<file path="config.mk">
export PLATFORM = sky130hd
export DESIGN_NAME = bcd_converter_seq
export DESIGN_NICKNAME = d
export VERILOG_FILES = /design/src/rtl/bcd_pkg.sv /design/src/rtl/bcd_digit_adj.sv /design/src/rtl/bcd_converter_seq.sv
export SDC_FILE = /design/constraint.sdc
export NUM_CORES = 1
export LEC_CHECK = 0
export ABC_CLOCK_PERIOD_IN_PS = 2400
export CAP_MARGIN = 10
export CORE_MARGIN = 4
export CORE_UTILIZATION = 58
export DETAILED_ROUTE_END_ITERATION = 7
export GPL_TIMING_DRIVEN = 0
export PLACE_DENSITY_LB_ADDON = 0.15
export SLEW_MARGIN = 25
export SYNTH_ARGS = -nofsm -noshare
export SYNTH_HDL_FRONTEND = slang
export SYNTH_SLANG_ARGS = --single-unit
</file>
<file path="constraint.sdc">
create_clock -name Clock -period 2.4 [get_ports Clock]
set_input_delay 0.48 -clock Clock [delete_from_list [all_inputs] [get_ports Clock]]
set_output_delay 0.48 -clock Clock [all_outputs]
set_load 0.1 [all_outputs]
</file>
<file path="src/rtl/bcd_pkg.sv">
// Shared types and constants for the sequential binary-to-BCD converter
// and the display wiring that consumes its packed digits.
package bcd_pkg;

   typedef enum logic [1:0] {
      IDLE   = 2'd0,
      SHIFT  = 2'd1,
      FINISH = 2'd2
   } state_e;

   localparam int BCD_DIGIT_W = 4;
   localparam int DEF_WIDTH   = 8;
   localparam int DEF_DIGITS  = 3;

endpackage

</file>
<file path="src/rtl/bcd_digit_adj.sv">
// Double-dabble digit correction: a nibble of 5 or more gets +3 before the shift.
module bcd_digit_adj
   import bcd_pkg::*;
(
   input  logic [BCD_DIGIT_W-1:0] d,
   output logic [BCD_DIGIT_W-1:0] q
);

   always_comb begin
      q = d;
      if (d >= BCD_DIGIT_W'(5)) q = d + BCD_DIGIT_W'(3);
   end

endmodule

</file>
<file path="src/rtl/bcd_converter_seq.sv">
// Iterative shift-add-3 binary-to-BCD converter, one bit per clock, start/busy/done handshake.
// Optional macro BCD_AUTO_TRIGGER_EN: start a conversion whenever bin differs from the last one latched.
module bcd_converter_seq
   import bcd_pkg::*;
#(
   parameter int WIDTH  = DEF_WIDTH,
   parameter int DIGITS = DEF_DIGITS
) (
   input  logic                            Clock,
   input  logic                            Reset_b,
   input  logic                            start,
   input  logic [WIDTH-1:0]                bin,
   output logic                            busy,
   output logic                            done,
   output logic [BCD_DIGIT_W*DIGITS-1:0]   bcd
);

   localparam int BW = BCD_DIGIT_W * DIGITS;
   localparam int CW = $clog2(WIDTH + 1);

   state_e          state_q, state_d;
   logic [WIDTH-1:0] shift_q, shift_d;
   logic [BW-1:0]   scratch_q, scratch_d, scratch_adj;
   logic [BW-1:0]   bcd_q, bcd_d;
   logic [CW-1:0]   count_q, count_d;
   logic            busy_q, busy_d;
   logic            done_q, done_d;
   logic            trig;

   for (genvar g = 0; g < DIGITS; g++) begin : g_adj
      bcd_digit_adj u_adj (
         .d (scratch_q[g*BCD_DIGIT_W +: BCD_DIGIT_W]),
         .q (scratch_adj[g*BCD_DIGIT_W +: BCD_DIGIT_W])
      );
   end

`ifdef BCD_AUTO_TRIGGER_EN
   logic [WIDTH-1:0] last_q, last_d;

   assign trig = start | (bin != last_q);

   always_comb begin
      last_d = last_q;
      if (state_q == IDLE && trig) last_d = bin;
   end

   always_ff @(posedge Clock or negedge Reset_b) begin
      if (!Reset_b) last_q <= '0;
      else          last_q <= last_d;
   end
`else
   assign trig = start;
`endif

   always_comb begin
      state_d   = state_q;
      shift_d   = shift_q;
      scratch_d = scratch_q;
      count_d   = count_q;
      bcd_d     = bcd_q;
      case (state_q)
         IDLE: begin
            if (trig) begin
               shift_d   = bin;
               scratch_d = '0;
               count_d   = CW'(WIDTH);
               state_d   = SHIFT;
            end
         end
         SHIFT: begin
            // Correct digits first, then move the next binary MSB into digit 0.
            {scratch_d, shift_d} = {scratch_adj, shift_q} << 1;
            count_d = count_q - CW'(1);
            if (count_q == CW'(1)) state_d = FINISH;
         end
         FINISH: begin
            bcd_d   = scratch_q;
            state_d = IDLE;
         end
         default: state_d = IDLE;
      endcase
      busy_d = (state_d != IDLE);
      done_d = (state_q == FINISH);
   end

   always_ff @(posedge Clock or negedge Reset_b) begin
      if (!Reset_b) begin
         state_q   <= IDLE;
         shift_q   <= '0;
         scratch_q <= '0;
         count_q   <= '0;
         bcd_q     <= '0;
         busy_q    <= 1'b0;
         done_q    <= 1'b0;
      end else begin
         state_q   <= state_d;
         shift_q   <= shift_d;
         scratch_q <= scratch_d;
         count_q   <= count_d;
         bcd_q     <= bcd_d;
         busy_q    <= busy_d;
         done_q    <= done_d;
      end
   end

   assign busy = busy_q;
   assign done = done_q;
   assign bcd  = bcd_q;

endmodule
</file>
==> results of run 1 <==
## final timing paths
path | cells after the start | to | slack [ps] | from
setup reg to reg | 5 | scratch_q[9] | 900 | scratch_q[8]
setup / recovery | 1 | bcd[8] | 60 | bcd[8]
min in group Clock | 2 | bcd[2] | 490 | bcd[2]
hold / removal | 1 | bcd[9] | 60 | Reset_b
hold reg to reg | 2 | bcd[2] | 490 | bcd[2]
max in group asynchronous | 2 | busy | 1870 | Reset_b
## registers in the layout, indices dropped and copies added, names as in the netlist
register / flops
count_q: 4
shift_q: 8
busy: 1
done: 1
scratch_q: 12
bcd: 12
state_q: 2
## repair_timing
item	in CTS	in global routing
endpoints found under the hold margin	0	0
gates resized for setup	0	4
endpoints found under the setup margin	0	4
## per-stage QoR
stage          std cells  hold WS (ps)
4_1_cts              266          65.3
6_report             266          58.9
5_1_grt              266          65.1
3_3_place_gp         257           460
2_1_floorplan        189           184
3_5_place_dp         258           456
## cell type report
type | count | area, µm²
multi-input cells | 123 | 773
plain buffers | 9 | 82.6
clock buffers | 7 | 65.1
inverters | 17 | 66.3
fillers | 247 | 757
flip-flops and latches | 40 | 1000
clock inverters | 1 | 30.0
repair buffers | 25 | 273
well taps | 44 | 55.1
## routing by layer
metal	global-route usage (%)	part of all wire [%]	vias up
met5	0	0	-
met3	6.50	5.8	6
li1	-	-	721
met1	24.2	42	702
met4	7.77	1.3	0
met2	36.4	51	46
## logic make-up after synthesis
kind of cell / share of synthesized area (%)
xor gates and xnor gates: 0.911
muxes: 0.521
and+or+nand+nor: 13.4
buffers and inverters: 7.74
DFF: 52.0
AOI/OAI and AO/OA: 20.2
adders and majority gates: 5.21
## where the power goes
| part | switching (mW) | internal [mW] |
|---|---|---|
| Combinational | 1.30 | 0.685 |
| Clock | 0.224 | 0.277 |
| Sequential | 0.196 | 0.952 |
## layout by cell type, fill, tap and decap left out, drive strengths merged, types with 4 or more instances in the layout
master and instances:
ha 8, nand2b 6, clkdlybuf4s50 19, buf 9
nand2 36, nor2 9, o21ai 18, inv 17
clkbuf 9, o2111ai 6, dfrtp 40, a31oi 8
dlymetal6s2s 4
==> run metrics, run 1 <==
status complete, no violations; Final #Nets 240; htree depth 2; Setup WS post-layout 63.2 ps; Die Height 65.6 µm; Mapped Cells 189; # setup viols final 0; Post-Syn Area 0.00192 mm²; final instance area 0.00235 mm²; crit path cell chain clkdlybuf4s50_1; initial core utilization 62.0%; share of cells above drive strength 1 11.3%; utilization after layout 75.6%; area leader, netlist dfrtp_1; number of synthesis warnings 0; hold buffers post-CTS 0; Peak VDD IR 0.990 mV; routed wire length 3.95 mm; first-pass GRT wire length 6.80 mm; Worst Tran Pin Value 974 ps; drt initial violations 67; P_leak 1.13 nW; post-route setup TNS 0 ps; DR WL/cell 14.9 µm; Cell variety after synth 35; relative slew slack 35.0%; Die Wd 65.6 µm; gpl congestion 0.766; Hold Fails Final Rpt 0; clock period minus final worst setup slack 2340 ps; Tot GR Track Use 21.0%; RSZ-0062 raised after global routing no; max-cap viol count 0; CP arrival 1860 ps; Critical Path End Type output pin; Area Growth Syn to Fin 22.0%; Clock Pin Slew Worst Setup and Hold Paths 130 ps; antenna violations before repair 0; Seq/Total Area, Yosys 52.0%; synthesized flop and latch total 40; most common cell in the netlist dfrtp_1; core area 0.00310 mm²; GRT overflow 0; Synth Flop Type dfrtp_1; placed wire-length estimate 2.81 mm; Worst Hold Class in -> async; drt drc 0; Clk Latency, worst-skew pair 350 ps; Max Freq 428 MHz; number of vias per cell 5.55; largest net degree at the start of global routing 23; Fin Clk Skew 12.8 ps; die area 0.00430 mm²; clock root cell clkbuf_4; Critical Path RT 1920 ps; # Post-CTS Setup Buffers 0; CP Launch Type flop; dpl ws 440 ps; Final Max Slew Viols 0; Clock Path Buffers 2; top cell type's share of synthesized area 52.0%; antenna diode count 0; vias in the first global route 1471; DRT antenna net count 0; syn nets 208; slowest stage cell, crit path clkdlybuf4s50_1; P per Cell Area 1550 mW/mm²; Worst path max stage delay 1130 ps; site row count 20; I/O Pins 25; TritonCTS clock tree built; Avg Inst Size Synth 10.2 µm²; Setup CP Type reg -> out; clock sink count 40; Post-synth EDFFs 0; final worst-path cycle share 97.4%; Crit path max-delay family buffers and inverters; First-pass DRT Iterations 4; placed instance area 0.00224 mm²; Area contributors post-synth dfrtp_1 52%, nand2_1 7.0%, ha_1 5.2%, o21ai_0 4.7%, inv_1 3.1%; DR vias 1475; Total Power 3.64 mW; Post-synth ARST share 100%; CTS Buf Count 5; WP buf/inv 1; PortBufs 24; Synth top cells by count 40 x dfrtp_1, 36 x nand2_1, 18 x o21ai_0, 16 x inv_1, 9 x nor2_1; top fanout value on the critical path 2
Power figures use the tool's default switching activity.
==> run 2: changes to the inputs <==
--- a/config.mk
+++ b/config.mk
@@ -5,12 +5,13 @@
 export SDC_FILE = /design/constraint.sdc
 export NUM_CORES = 1
 export LEC_CHECK = 0
-export ABC_CLOCK_PERIOD_IN_PS = 2400
 export CAP_MARGIN = 10
+export CORE_ASPECT_RATIO = 1.2
 export CORE_MARGIN = 4
 export CORE_UTILIZATION = 58
 export DETAILED_ROUTE_END_ITERATION = 7
 export GPL_TIMING_DRIVEN = 0
+export MAX_ROUTING_LAYER = met4
 export PLACE_DENSITY_LB_ADDON = 0.15
 export SLEW_MARGIN = 25
 export SYNTH_ARGS = -nofsm -noshare
==> run 2 against run 1 <==
Register-to-register slack is essentially flat. Sequential share of layout area grew 0.27 points. Total power shrank 0.57%. Cell area shrank 0.64%. Combinational power is essentially flat. Global-route usage grew 0.11 points.
==> run metrics, run 2 (synthesis gave the netlist of run 1 again) <==
Fin Clk Skew 6.31 ps (-6.46 ps); site row count 22 (+10%); Area Growth Syn to Fin 21.2%; Clock Pin Slew Worst Setup and Hold Paths 120 ps (about the same); Setup CP Type reg -> out; antenna violations before repair 0 (unchanged); P per Cell Area 1550 mW/mm² (about the same); relative slew slack 35.1% (+0.10 points); Max Freq 429 MHz (+0.21%); drt initial violations 40 (-40%); Multi-input gate area 773 µm² (unchanged); DR WL/cell 14.6 µm (-1.9%); crit path cell chain clkdlybuf4s50_1; placed wire-length estimate 2.79 mm (-0.66%); final instance area 0.00233 mm² (-0.64%); CTS Buf Count 5 (unchanged); Worst Hold Class reg -> reg; DRT antenna net count 0 (unchanged); clock root cell clkbuf_4; RSZ-0062 raised after global routing no; Clock Path Buffers 2 (unchanged); number of vias per cell 5.72 (+3.1%); # setup viols final 0 (unchanged); Hold Slack 493 ps (+434 ps); max-cap viol count 0 (unchanged); Final Max Slew Viols 0 (unchanged); TritonCTS clock tree built; Tot GR Track Use 21.1% (+0.11 points); Worst Tran Pin Value 971 ps (-2.98 ps); Die Wd 60.6 µm (-7.6%); # Post-CTS Setup Buffers 0 (unchanged); largest net degree at the start of global routing 33 (+43%); sequential standard cell area 0.00100 mm² (unchanged); Final #Nets 241 (+0.42%); CP Launch Type flop; CP arrival 1850 ps (about the same); routed wire length 3.77 mm (-4.5%); utilization after layout 74.9% (-0.67 points); core area 0.00311 mm² (+0.24%); Setup WS post-layout 68.1 ps (+4.84 ps); Die Height 71.1 µm (+8.4%); Critical Path RT 1920 ps (about the same); P_leak 1.08 nW (-4.5%); clock period minus final worst setup slack 2330 ps (-4.84 ps); slowest stage cell, crit path clkdlybuf4s50_1; Critical Path End Type output pin; antenna diode count 0 (unchanged); top fanout value on the critical path 2 (unchanged); GRT overflow 0 (unchanged); Clk Latency, worst-skew pair 350 ps (about the same); first-pass GRT wire length 6.60 mm (-2.9%); Worst path max stage delay 1130 ps (about the same); clock sink count 40 (unchanged); Fillers 232 (-6.1%); dpl ws 442 ps (+2.19 ps); PortBufs 24 (unchanged); final worst-path cycle share 97.2% (-0.20 points); die area 0.00430 mm² (about the same); placed instance area 0.00222 mm² (-0.78%); drt drc 0 (unchanged); Peak VDD IR 1.12 mV (+13%); Hold Fails Final Rpt 0 (unchanged); Crit path max-delay family buffers and inverters; most frequent cells in the layout 40 x dfrtp_1, 36 x nand2_1, 22 x clkdlybuf4s50_1; I/O Pins 25 (unchanged); vias in the first global route 1434 (-2.5%); commonest non-fill, non-tap cell in the layout dfrtp_1; htree depth 2 (unchanged); DR vias 1481 (+0.41%); status complete, no violations; WP buf/inv 1 (unchanged); initial core utilization 61.8% (-0.15 points); Total Power 3.62 mW (-0.57%); share of cells above drive strength 1 11.2% (-0.050 points); gpl congestion 0.835 (+9.0%); First-pass DRT Iterations 4 (unchanged)
==> run 2: cell types whose count changed in the layout (fill, tap and decap cells not counted) <==
| cell | previous run | this run |
|---|---|---|
| dlygate4sd3_1 | 0 | 1 |
| dlymetal6s2s_1 | 4 | 1 |
| clkdlybuf4s50_1 | 19 | 22 |
| buf_16 | 1 | 0 |
| buf_12 | 0 | 1 |
==> run 2: per-stage QoR <==
stage	instances	TNS, ps
2_1_floorplan	189	0
3_3_place_gp	249	-1480
3_5_place_dp	250	0
4_1_cts	259	0
5_1_grt	259	0
6_report	259	0
==> run 2: path summary, 6_finish.rpt <==
check | startpoint | endpoint | slack (ps) | cells past startpoint
max | bcd[9] | bcd[9] | 70 | 1
min | bcd[2] | bcd[2] | 490 | 2
max reg2reg | scratch_q[4] | scratch_q[5] | 900 | 5
min reg2reg | bcd[2] | bcd[2] | 490 | 2
max in group asynchronous | Reset_b | shift_q[7] | 1470 | 3
min in group asynchronous | Reset_b | bcd[11] | 500 | 2
==> run 2: routing by layer <==
layer,track usage (%),share of wire (%)
met5,-,0
met4,6.75,1.4
met3,6.20,5.5
met2,32.6,49
met1,26.4,44
==> run 2: cell type report <==
cell class / instances / share of cell area, %
Inverter: 17 / 2.84
Sequential cell: 40 / 42.9
Clock inverter: 1 / 1.29
Buffer: 9 / 3.54
Multi-Input combinational cell: 123 / 33.2
Clock buffer: 7 / 2.79
Tap cell: 36 / 1.93
Timing Repair Buffer: 26 / 11.5
==> run 2: where the power goes <==
group / switching (mW) / internal (mW)
registers: 0.191 / 0.952
logic: 1.29 / 0.685
clock network: 0.224 / 0.277
==> run 2: what timing repair did <==
item                       4_1_cts  5_1_grt
hold buffers                     1        0
setup endpoints to repair        0        1
resized for setup                0        1
hold endpoints to repair         8        0
